<file path="src/rtl/graph_mem_loader_if.sv">
// Byte-stream input and graph-memory write bus for graph_mem_loader.
// The slave modport is the loader side; the master modport is the producer/observer side.
interface graph_mem_loader_if #(
  parameter int unsigned ADDR_W = 13,
  parameter int unsigned DATA_W = 128
);
  logic              in_valid;
  logic [7:0]        in_data;
  logic              in_last;
  logic              in_ready;
  logic [ADDR_W-1:0] GMWAR;
  logic [DATA_W-1:0] GMWDR;
  logic              GMWE;

  modport master (
    output in_valid, in_data, in_last,
    input  in_ready, GMWAR, GMWDR, GMWE
  );

  modport slave (
    input  in_valid, in_data, in_last,
    output in_ready, GMWAR, GMWDR, GMWE
  );
endinterface

</file>
<file path="src/rtl/graph_mem_loader.sv">
// Packs a byte stream into 128-bit words and writes them to graph memory from a base address.
// Optional feature macro GML_CHECKSUM_EN adds a 16-bit running byte checksum output.
module graph_mem_loader #(
  parameter int unsigned ADDR_W    = 13,
  parameter int unsigned DATA_W    = 128,
  parameter int unsigned LAST_ADDR = 8191
) (
  input  logic              clock,
  input  logic              reset,
  input  logic              start,
  input  logic [ADDR_W-1:0] base_addr,
  graph_mem_loader_if.slave bus,
  output logic              graph_ready,
  output logic              load_err,
  output logic [ADDR_W:0]   word_count
`ifdef GML_CHECKSUM_EN
  ,
  output logic [15:0]       checksum
`endif
);

  localparam int unsigned NumLanes = DATA_W / 8;
  localparam int unsigned IdxW     = $clog2(NumLanes);

  typedef enum logic [1:0] {StIdle, StLoad, StDone, StErr} state_e;

  state_e            state_q, state_d;
  logic [ADDR_W-1:0] addr_q, addr_d;
  logic [IdxW-1:0]   idx_q, idx_d;
  logic [DATA_W-1:0] pack_q, pack_d;
  logic              gmwe_q, gmwe_d;
  logic [ADDR_W-1:0] gmwar_q, gmwar_d;
  logic [DATA_W-1:0] gmwdr_q, gmwdr_d;
  logic              graph_ready_q, graph_ready_d;
  logic              load_err_q, load_err_d;
  logic [ADDR_W:0]   word_count_q, word_count_d;
`ifdef GML_CHECKSUM_EN
  logic [15:0]       checksum_q, checksum_d;
`endif

  logic              accept;
  logic              close;
  logic [DATA_W-1:0] merged;

  assign accept = (state_q == StLoad) && bus.in_valid;
  assign close  = accept && ((idx_q == IdxW'(NumLanes - 1)) || bus.in_last);
  // Byte 0 lands in the most significant lane, matching hex-file word order.
  assign merged = pack_q | ({bus.in_data, {(DATA_W - 8){1'b0}}} >> (8 * idx_q));

  always_comb begin
    state_d       = state_q;
    addr_d        = addr_q;
    idx_d         = idx_q;
    pack_d        = pack_q;
    gmwe_d        = 1'b0;
    gmwar_d       = gmwar_q;
    gmwdr_d       = gmwdr_q;
    graph_ready_d = graph_ready_q;
    load_err_d    = load_err_q;
    word_count_d  = word_count_q;
`ifdef GML_CHECKSUM_EN
    checksum_d    = checksum_q;
`endif

    case (state_q)
      StIdle, StDone, StErr: begin
        if (start) begin
          state_d       = StLoad;
          addr_d        = base_addr;
          idx_d         = '0;
          pack_d        = '0;
          graph_ready_d = 1'b0;
          load_err_d    = 1'b0;
          word_count_d  = '0;
`ifdef GML_CHECKSUM_EN
          checksum_d    = '0;
`endif
        end
      end
      StLoad: begin
        if (accept) begin
`ifdef GML_CHECKSUM_EN
          checksum_d = checksum_q + {8'h00, bus.in_data};
`endif
          if (close) begin
            gmwe_d       = 1'b1;
            gmwar_d      = addr_q;
            gmwdr_d      = merged;
            word_count_d = word_count_q + 1'b1;
            idx_d        = '0;
            pack_d       = '0;
            if (bus.in_last) begin
              state_d       = StDone;
              graph_ready_d = 1'b1;
            end else if (addr_q == ADDR_W'(LAST_ADDR)) begin
              // Top of memory reached with more data pending: stop rather than wrap.
              state_d    = StErr;
              load_err_d = 1'b1;
            end else begin
              addr_d = addr_q + 1'b1;
            end
          end else begin
            pack_d = merged;
            idx_d  = idx_q + 1'b1;
          end
        end
      end
      default: state_d = StIdle;
    endcase
  end

  always_ff @(posedge clock) begin
    if (!reset) begin
      state_q       <= StIdle;
      addr_q        <= '0;
      idx_q         <= '0;
      pack_q        <= '0;
      gmwe_q        <= 1'b0;
      gmwar_q       <= '0;
      gmwdr_q       <= '0;
      graph_ready_q <= 1'b0;
      load_err_q    <= 1'b0;
      word_count_q  <= '0;
`ifdef GML_CHECKSUM_EN
      checksum_q    <= '0;
`endif
    end else begin
      state_q       <= state_d;
      addr_q        <= addr_d;
      idx_q         <= idx_d;
      pack_q        <= pack_d;
      gmwe_q        <= gmwe_d;
      gmwar_q       <= gmwar_d;
      gmwdr_q       <= gmwdr_d;
      graph_ready_q <= graph_ready_d;
      load_err_q    <= load_err_d;
      word_count_q  <= word_count_d;
`ifdef GML_CHECKSUM_EN
      checksum_q    <= checksum_d;
`endif
    end
  end

  assign bus.in_ready = (state_q == StLoad);
  assign bus.GMWE     = gmwe_q;
  assign bus.GMWAR    = gmwar_q;
  assign bus.GMWDR    = gmwdr_q;
  assign graph_ready  = graph_ready_q;
  assign load_err     = load_err_q;
  assign word_count   = word_count_q;
`ifdef GML_CHECKSUM_EN
  assign checksum     = checksum_q;
`endif

endmodule
</file>
<file path="src/flat_wrapper.sv">
// flat-port wrapper written by rule: the top's interface ports become plain ports
module graph_mem_loader_flat 
#(
  parameter int unsigned ADDR_W    = 13,
  parameter int unsigned DATA_W    = 128,
  parameter int unsigned LAST_ADDR = 8191
)
  (clock, reset, start, base_addr, graph_ready, load_err, word_count, bus_in_valid, bus_in_data, bus_in_last, bus_in_ready, bus_GMWAR, bus_GMWDR, bus_GMWE);
  graph_mem_loader_if #(.ADDR_W(ADDR_W), .DATA_W(DATA_W)) bus_i ();
  input  logic clock;
  input  logic reset;
  input  logic start;
  input  logic [ADDR_W-1:0] base_addr;
  output logic graph_ready;
  output logic load_err;
  output logic [ADDR_W:0] word_count;
  input wire logic [$bits(bus_i.in_valid)-1:0] bus_in_valid;
  input wire logic [$bits(bus_i.in_data)-1:0] bus_in_data;
  input wire logic [$bits(bus_i.in_last)-1:0] bus_in_last;
  output wire logic [$bits(bus_i.in_ready)-1:0] bus_in_ready;
  output wire logic [$bits(bus_i.GMWAR)-1:0] bus_GMWAR;
  output wire logic [$bits(bus_i.GMWDR)-1:0] bus_GMWDR;
  output wire logic [$bits(bus_i.GMWE)-1:0] bus_GMWE;
  assign bus_i.in_valid = bus_in_valid;
  assign bus_i.in_data = bus_in_data;
  assign bus_i.in_last = bus_in_last;
  assign bus_in_ready = bus_i.in_ready;
  assign bus_GMWAR = bus_i.GMWAR;
  assign bus_GMWDR = bus_i.GMWDR;
  assign bus_GMWE = bus_i.GMWE;
  graph_mem_loader #(.ADDR_W(ADDR_W), .DATA_W(DATA_W), .LAST_ADDR(LAST_ADDR)) u_core (.clock(clock), .reset(reset), .start(start), .base_addr(base_addr), .bus(bus_i), .graph_ready(graph_ready), .load_err(load_err), .word_count(word_count));
endmodule
</file>
<file path="config.mk">
export PLATFORM = sky130hd
export DESIGN_NAME = graph_mem_loader_flat
export DESIGN_NICKNAME = d
export VERILOG_FILES = /design/src/rtl/graph_mem_loader_if.sv /design/src/rtl/graph_mem_loader.sv /design/src/flat_wrapper.sv
export SDC_FILE = /design/constraint.sdc
export NUM_CORES = 1
export LEC_CHECK = 0
export ABC_AREA = 1
export BUFFER_PORTS_ARGS = -buffer_cell sky130_fd_sc_hd__buf_2
export CELL_PAD_IN_SITES_DETAIL_PLACEMENT = 0
export CELL_PAD_IN_SITES_GLOBAL_PLACEMENT = 2
export CORE_ASPECT_RATIO = 0.8
export CORE_MARGIN = 5
export CORE_UTILIZATION = 32
export CTS_CLUSTER_SIZE = 28
export DETAILED_ROUTE_END_ITERATION = 10
export HOLD_SLACK_MARGIN = 0.03
export PLACE_DENSITY_LB_ADDON = 0.1
export SKIP_CTS_REPAIR_TIMING = 1
export SKIP_LAST_GASP = 1
export SLEW_MARGIN = 0
export SYNTH_ARGS = -nofsm -noshare
export SYNTH_HDL_FRONTEND = slang
export SYNTH_SLANG_ARGS = --single-unit
</file>
<file path="constraint.sdc">
create_clock -name clock -period 2.2 [get_ports clock]
set_clock_uncertainty 0.2 [all_clocks]
set_input_delay 0.55 -clock clock [delete_from_list [all_inputs] [get_ports clock]]
set_output_delay 0.55 -clock clock [all_outputs]
set_load 0.01 [all_outputs]
</file>
* After elaboration in Yosys (flattened, before gate mapping)
Cells that the tools add are included.
Storage, ports and cells: bits in registers 305, bits in latches 0, bits in writable memories 0, bits in read-only memories 0, input port bits 26, output and inout bits 159, memories 0
Cells by class: add/subtract/negate cells 3, $mul 0, divide/modulo/power cells 0, $lt $le $gt $ge 0, equal/unequal tests 13, shift-type cells 1, muxes and demuxes 35, bitwise gates (word level) 1, reductions and logical operators 13
Operator list (number):
- $mux 128 | 3
- $pmux 128 s2 | 1
- $or 128x128->128 | 1
- $shr 128x7->128 | 1
- $mux 13 | 5
- $mux 14 | 3
- $pmux 14 s2 | 1
- $pmux 13 s2 | 1
- $add 14x1->14 const B | 1
- $add 13x1->13 const B | 1
- $eq 13x13->1 const B | 1
- $mux 4 | 3
- $mux 2 | 5
- $reduce_and 5->1 | 2
- $mux 1 | 9
- $reduce_and 3->1 | 3
- $ne 2x2->1 const B | 4
- $pmux 4 s2 | 1
- $reduce_and 4->1 | 2
- $ne 2x1->1 const B | 3
- $add 4x1->4 const B | 1
- $eq 2x2->1 const B | 2
- $eq 4x4->1 const B | 1
- $pmux 1 s2 | 2
- 8 further kinds | 9

* Logic depth before layout (Yosys ltp)
Gate-level depths: netlist of run 1.
depth after elaboration 6, mapped depth 11

* Worst setup path after synthesis of run 1
OpenSTA, ideal clock, no wires.
path type input port to flip-flop, start input port bus_in_valid, end register u_core.addr_q[10], arrival time 1520 ps, data required time 1936 ps, path slack 416 ps, stages 9, path buffers 1, cells stage by stage inv_1 > nor2_1 > nand2_2 > a21oi_2 > nand2_4 > buf_6 > nand3_1 > nand2_1 > nor2_1
Between the ends: longest elaborated chain between the ends 4, elaborated cells on any way between the ends 5, those cells by class eq/ne: 2; reduce/logical: 3
Ends and longest elaborated chain:
- from (decl) | RTL line flat_wrapper.sv:17 | input wire logic [$bits(bus_i.in_valid)-1:0] bus_in_valid;
- $logic_and 1x1->1 (*) | RTL line graph_mem_loader.sv:45 | assign accept = (state_q == StLoad) && bus.in_valid;
- $logic_and 1x1->1 | RTL line graph_mem_loader.sv:46 | assign close = accept && ((idx_q == IdxW'(NumLanes - 1)) || bus.in_last);
- $ne 2x1->1 (no line)
- $reduce_and 5->1 (no line) (*)
- to (signal assigned) | RTL line graph_mem_loader.sv:129 | addr_q <= addr_d;
- to (decl) | RTL line graph_mem_loader.sv:28 | logic [ADDR_W-1:0] addr_q, addr_d;
Every way passes the cells marked *; elsewhere a longest branch is shown, timed or not. A chain may end at the register's enable or synchronous reset.

* Worst setup path after layout of run 1
start register u_core.idx_q[1], end register u_core.gmwdr_q[17] (netlist: u_core.bus.GMWDR[17])
Between the ends: longest elaborated chain between the ends 4, elaborated cells on any way between the ends 6, those cells by class eq/ne: 1; shift: 1; bitwise: 1; reduce/logical: 3
Ends and longest elaborated chain:
- from (decl) | RTL line graph_mem_loader.sv:29 | logic [IdxW-1:0] idx_q, idx_d;
- from (signal assigned) | RTL line graph_mem_loader.sv:130 | idx_q <= idx_d;
- parallel branches: the longest is 4 deep, another holds $shr 128x7->128
- to (signal assigned) | RTL line graph_mem_loader.sv:134 | gmwdr_q <= gmwdr_d;
- to (decl) | RTL line graph_mem_loader.sv:33 | logic [DATA_W-1:0] gmwdr_q, gmwdr_d;
Parallel ways; which one is timed is not known.

==> results of run 1 <==
==> state kept, by name, indices dropped and copies added (netlist names) <==
signal              flops
u_core.bus.GMWDR      128
u_core.pack_q         128
u_core.word_count      14
u_core.addr_q          13
u_core.bus.GMWAR       13
u_core.idx_q            4
u_core.state_q          2
u_core.bus.GMWE         1
u_core.graph_ready      1
u_core.load_err         1
==> cells by family (layout without fill, tap and decap cells) <==
logic type | count (synthesis) | count (layout)
DFF | 305 | 305
buffers and inverters | 302 | 515
AOI/OAI and AO/OA | 505 | 505
and+or+nand+nor | 642 | 642
adders and majority gates | 3 | 3
xor gates and xnor gates | 4 | 4
==> cells in the mapped netlist <==
| cell type | instances |
|---|---|
| nor2_1 | 344 |
| dfxtp_1 | 305 |
| o21ai_0 | 195 |
| nand2_1 | 190 |
| a21oi_1 | 182 |
| inv_1 | 175 |
| clkbuf_1 | 83 |
| nand3_1 | 71 |
| o21ai_1 | 59 |
| a31oi_1 | 55 |
| buf_2 | 25 |
| nand4_1 | 16 |
| buf_1 | 8 |
| o31ai_1 | 8 |
| nand2_2 | 6 |
| buf_4 | 5 |
| or2_2 | 4 |
| ha_1 | 3 |
| inv_2 | 3 |
| nor3_1 | 3 |
| nor4_1 | 3 |
| xor2_1 | 3 |
| buf_6 | 2 |
| o21bai_1 | 2 |
| a211oi_1 | 1 |
| a21boi_0 | 1 |
| a21oi_2 | 1 |
| clkinv_1 | 1 |
| nand2_4 | 1 |
| nand3_2 | 1 |
| nand3b_1 | 1 |
| nor2_2 | 1 |
| nor3_2 | 1 |
| o21ai_4 | 1 |
| xnor2_1 | 1 |
==> report_power, final <==
part	switching (mW)	internal, mW	leakage [nW]
registers	0.222	5.86	2.47
logic	1.80	0.943	3.35
clock network	2.44	3.59	0.584
==> path summary, 6_finish.rpt <==
check | slack, ns | endpoint
max | 0.1 | u_core.bus.GMWDR[17]$_SDFFE_PN0P_
min | 0.16 | u_core.addr_q[1]$_SDFFE_PN0P_
max reg2reg | 0.1 | u_core.bus.GMWDR[17]$_SDFFE_PN0P_
min reg2reg | 0.26 | u_core.pack_q[119]$_SDFFE_PN0P_
==> routing by layer <==
layer  GRT usage  wire length (um)
met1      0.2947             22390
met2      0.2982             19270
met3     0.03194              1747
met4     0.04543               886
met5           0                 0
==> worst max-delay path, cell delays in order, from the launching register on <==
cell and delay [ns]:
dfxtp_1 0.33, buf_4 0.26, inv_1 0.13, nand2_1 0.30, nor2_1 0.12, buf_4 0.19, a31oi_1 0.33, a21oi_1 0.12
==> per-stage QoR <==
step | hold WS, ns | cells | instance area, um2 | total power, mW | TNS (ns)
floorplan | 0.2374 | 1761 | 12620 | 7.688 | 0
global placement | 0.2510 | 2448 | 14650 | 8.956 | 0
detailed placement | 0.2552 | 2448 | 14650 | 8.961 | 0
CTS | 0.1337 | 2510 | 15830 | 15.06 | 0
global route | 0.1809 | 2510 | 15840 | 15.58 | -0.1707
finish | 0.1554 | 2510 | 15840 | 14.86 | 0
==> final cells by class <==
type                            count  area [um2]  share of cell area
Clock buffer                       56        1117             0.07053
Clock inverter                      6       58.81            0.003712
Inverter                          179       679.4             0.04288
Multi-Input combinational cell   1154        5331              0.3365
Sequential cell                   305        6107              0.3855
Tap cell                          536       670.6             0.04233
Timing Repair Buffer              274        1878              0.1185
==> metrics.txt, run 1 <==
status finished clean; final setup violation count 0; pin count of the biggest net entering global routing 78; fillers between 4000 and 5000; final core occ 0.4041; Synth Register Bits 305; CTS buffer count 36; via/cell ratio ~4.8; DR pass1 iterations 4; initial antenna violation count 0; largest area contributor in the netlist dfxtp_1; fin. max-slew vios 0; worst hold-check path type in2reg; Leakage between 6 and 7 nW; critical path startpoint category register; Worst-Skew Late Latency ~0.53 ns; xor/xnor share of the synthesized area 0.002776; r2r worst-path depth 7; Ant. Diodes 0; vias in the first global route 11340; sequential share of the synthesized area 0.4838; gr usage total 0.1971; Netlist cell types 35; global placement routability congestion between 0.7 and 0.8; Total Die Area ~44000 um2; post-synth design cell area roughly 13000 um2; R2R Path Start u_core.idx_q[1]$_SDFFE_PN0P_; HPWL Detailed just over 30 mm; DRC viols 0; main combinational cell family by area after synthesis compound AO/OA/AOI/OAI gates; critical path class reg2reg; RSZ-0062 raised after global routing yes; final hold violations 0; Hold Path Origin base_addr[1]; most frequent cells in the layout 340 x nor2_1, 304 x dfxtp_1, 195 x o21ai_0; global-route wire length before repair 68.59 mm; Core Area ~39000 um2; port buffer count 184; root buffer cell clkbuf_16; synthesized area per cell around 7.2 um2; clock sink count about 310; Starting Density 0.3219; pre-CTS WS 0.04898 ns; critical path required time about 2.4 ns; CP max FO 18; Worst-Margin Slew about 0.56 ns; min cycle time layout around 2.1 ns; worst vdd ir 0.4317 mV; final WL approximately 44 mm; WP data arrival around 2.3 ns; Synth top area share 0.4838; CP endpoint kind register; clk slew on worst S/H paths around 0.06 ns; fin nets 1979; ranking of synthesized cells by area dfxtp_1 48%, nor2_1 10%, o21ai_0 7.7%; CTS max path bufs 3; fmax around 0.48 GHz; P&R area growth vs syn 25.54%; slew margin rel. 0.6255; Synth Instances 1761; mux cell area share after synthesis 0; Avg WL per Cell around 18 um; final worst setup slack ~0.096 ns; post-synthesis compound-gate area fraction 0.2093; period utilization 0.9563; simple-gate share of the synthesized area 0.2061; critical path startpoint u_core.idx_q[1]$_SDFFE_PN0P_; commonest non-fill, non-tap cell in the layout nor2_1; H-Tree Depth 2; drt initial violations between 700 and 800; I/O pin total between 150 and 200; Die Wd 232.0 um; max-cap viol count 0; Pwr Density 937.8 nW/um2; post-route ant nets 0; Vias ~12000; Die Y around 190 um; WHS Path Cells 5; Adder-Cell Fraction of Synth Area 0.002974; Core Rows 65; total global routing overflow 0; layout cells sized above 1 0.1793; post-synth net total 1790; CTS tree yes; Synthesis Warnings 0
(Power assumes the default switching activity.)
==> inputs of run 2 (changes only) <==
--- a/config.mk
+++ b/config.mk
@@ -5,13 +5,12 @@
 export SDC_FILE = /design/constraint.sdc
 export NUM_CORES = 1
 export LEC_CHECK = 0
-export ABC_AREA = 1
 export BUFFER_PORTS_ARGS = -buffer_cell sky130_fd_sc_hd__buf_2
 export CELL_PAD_IN_SITES_DETAIL_PLACEMENT = 0
 export CELL_PAD_IN_SITES_GLOBAL_PLACEMENT = 2
 export CORE_ASPECT_RATIO = 0.8
 export CORE_MARGIN = 5
-export CORE_UTILIZATION = 32
+export CORE_UTILIZATION = 35
 export CTS_CLUSTER_SIZE = 28
 export DETAILED_ROUTE_END_ITERATION = 10
 export HOLD_SLACK_MARGIN = 0.03
==> run 2 against run 1 <==
The flow now finishes with violations (setup timing); register-to-register slack gained 0.04 ns; clock-buffer cell count shrank 3; wire length shrank 12%; die area shrank 11%; non-clock buffer count grew 18; cell count shrank 19%; synthesized cell count shrank 24%; cell area shrank 4.3%; clock power shrank 10%.
==> metrics.txt, run 2 <==
post-route ant nets 0 (unchanged); fin. max-slew vios 0 (unchanged); switching power 3.024 mW (-32%); global placement routability congestion 0.7865 (+2.5%); min cycle time layout 2.227 ns (+0.1231 ns); Worst-Margin Slew 0.7560 ns (+0.1986 ns); critical path startpoint category register; Synth top area share 0.4992 (+0.01539); worst hold-check path type in2reg; period utilization 1.012 (+0.05597); failing checks setup timing; Core Area 34650 um2 (-12%); placed cells 1964 (-20%); sequential fraction of design power 0.469 (+0.059); via/cell ratio 5.231 (+9.2%); layout cells sized above 1 0.2461 (+0.06680); Netlist cell types 67 (+91%); root buffer cell clkbuf_16; drt initial violations 738 (-3.8%); Leakage 5.625 nW (-12%); Die Y 177.2 um (-5.6%); worst vdd ir 0.5069 mV (+17%); DRC viols 0 (unchanged); clock sink count 305 (unchanged); most frequent cells in the layout 303 x dfxtp_1, 268 x nor2_1, 184 x buf_2; total global routing overflow 0 (unchanged); Post-synth EDFFs 0 (unchanged); sequential share of the synthesized area 0.4992 (+0.01539); combinational power share 0.090 (-0.094); WP data arrival 1.48 ns (-0.83 ns); global-route wire length before repair 60.17 mm (-12%); largest area contributor in the netlist dfxtp_1; vias in the first global route 10110 (-11%); slew margin rel. 0.4960 (-0.1295); port buffer count 184 (unchanged); clock share of power 0.440 (+0.034); Synth Instances 1347 (-24%); final hold violations 0 (unchanged); CP max FO 5 (-13); final worst setup slack -0.02689 ns (-0.1231 ns); fmax 0.4491 GHz (-5.5%); Post-synth ARST share 0 (unchanged); HPWL Detailed 25.80 mm (-15%); synthesized area per cell 9.080 um2 (+27%); Commonest cells post-synth 305 x dfxtp_1, 268 x nor2_1, 160 x a21oi_1; dominant synthesized flop cell dfxtp_1; H-Tree Depth 2 (unchanged); Avg WL per Cell 19.21 um (+8.9%); clk slew on worst S/H paths 0.06 ns (about the same); pin count of the biggest net entering global routing 142 (+82%); Hold WS 0.09458 ns (-0.06078 ns); Synthesis Warnings 0 (unchanged); Pwr Density 808.2 nW/um2 (-14%); Starting Density 0.3530 (+0.03104); commonest non-fill, non-tap cell in the layout dfxtp_1; ranking of synthesized cells by area dfxtp_1 50%, nor2_1 8.2%, a211oi_1 8.2%; Total Die Area 38810 um2 (-11%); post-synth design cell area 12230 um2 (-3.1%); Die Wd 219 um (-5.6%); initial antenna violation count 1 (+1); status complete, but fails checks; gr usage total 0.1944 (-0.002657); RSZ-0062 raised after global routing yes; max-cap viol count 0 (unchanged); DR pass1 iterations 5 (+1); fin nets 1559 (-21%); Net Sw Frac 0.2468 (-0.05319); critical path class reg2out; Core Rows 61 (-6.2%); CTS tree yes; most frequent cell after synthesis dfxtp_1; CTS buffer count 34 (-5.6%); Vias 10590 (-12%); I/O pin total 185 (unchanged); pre-CTS WS -0.07537 ns (-0.1244 ns); post-route insts no fill 2025 (-19%); post-synth net total 1376 (-23%); Worst-Skew Late Latency 0.51 ns (-0.02 ns); Internal Pwr Total 9.230 mW (-11%); Synth Register Bits 305 (unchanged); critical path required time 1.45 ns (-0.95 ns); final setup violation count 1 (+1); CP endpoint kind primary output; final WL 38.90 mm (-12%); P&R area growth vs syn 23.97%; CTS max path bufs 3 (unchanged)
## run 2: final cells by class
type,count,area [um2]
clock inverters,5,28.78
repair buffers,292,2011
clock buffers,53,1013
well taps,472,590.6
multi-input cells,891,5374
flip-flops and latches,305,6108
fillers,3503,19490
diodes,1,2.502
inverters,6,33.78
## run 2: worst paths after layout
| path | from | to | slack, ns | cells after the start |
|---|---|---|---|---|
| hold reg to reg | u_core.bus.GMWAR[1]$_SDFFE_PN0P_ | u_core.bus.GMWAR[1]$_SDFFE_PN0P_ | 0.25 | 2 |
| hold / removal | bus_in_last | u_core.state_q[0]$_SDFFE_PN0P_ | 0.09 | 2 |
| setup reg to reg | u_core.state_q[0]$_SDFFE_PN0P_ | u_core.word_count[9]$_SDFFE_PN0P_ | 0.14 | 5 |
| setup / recovery | u_core.state_q[1]$_SDFFE_PN0P_ | bus_in_ready | -0.03 | 4 |
## run 2: stage by stage
step	total power, mW	TNS (ns)	instance area (um2)	util
detailed placement	6.978	-0.1755	14080	0.4065
floorplan	6.503	0	12230	-
finish	12.25	-0.02689	15160	0.4376
global route	12.76	-0.08632	15160	0.4376
CTS	12.45	-0.2538	15130	0.4366
global placement	6.976	-0.09475	14080	0.4065
## run 2: worst max-delay path, stage by stage (launching register included)
cell and delay, ns:
dfxtp_2 0.36, nand2b_4 0.15, buf_6 0.14, clkinvlp_4 0.15, buf_2 0.17
## run 2: power groups by stage
stage          clock [mW]  sequential (mW)  combinational (mW)
6_report             5.40             5.75                1.11
3_3_place_gp            0             5.87                1.11
5_1_grt              5.78             5.76                1.21
4_1_cts              5.59             5.75                1.11
3_5_place_dp            0             5.87                1.11
2_1_floorplan           0             5.90               0.599
## run 2: per-layer routing
| layer | track usage | vias to the layer above | routed length, um |
|---|---|---|---|
| met1 | 0.2903 | 5064 | 19260 |
| met4 | 0.03636 | 0 | 471 |
| met2 | 0.2977 | 220 | 17310 |
| li1 | - | 5276 | - |
| met3 | 0.03318 | 32 | 1866 |
| met5 | 0 | - | 0 |
## run 2: cells by family (layout without fill, tap and decap cells)
logic type	count (synthesis)	in the layout	share of synthesized area
buffers and inverters	151	356	0.06793
adder cells (fa/ha/maj)	3	3	0.003069
XOR/XNOR	3	3	0.002149
AO/OA/AOI/OAI	473	473	0.2630
multiplexers	1	1	0.0009207
flip-flops	305	305	0.4992
other	0	1	0
AND/OR/NAND/NOR	411	411	0.1637
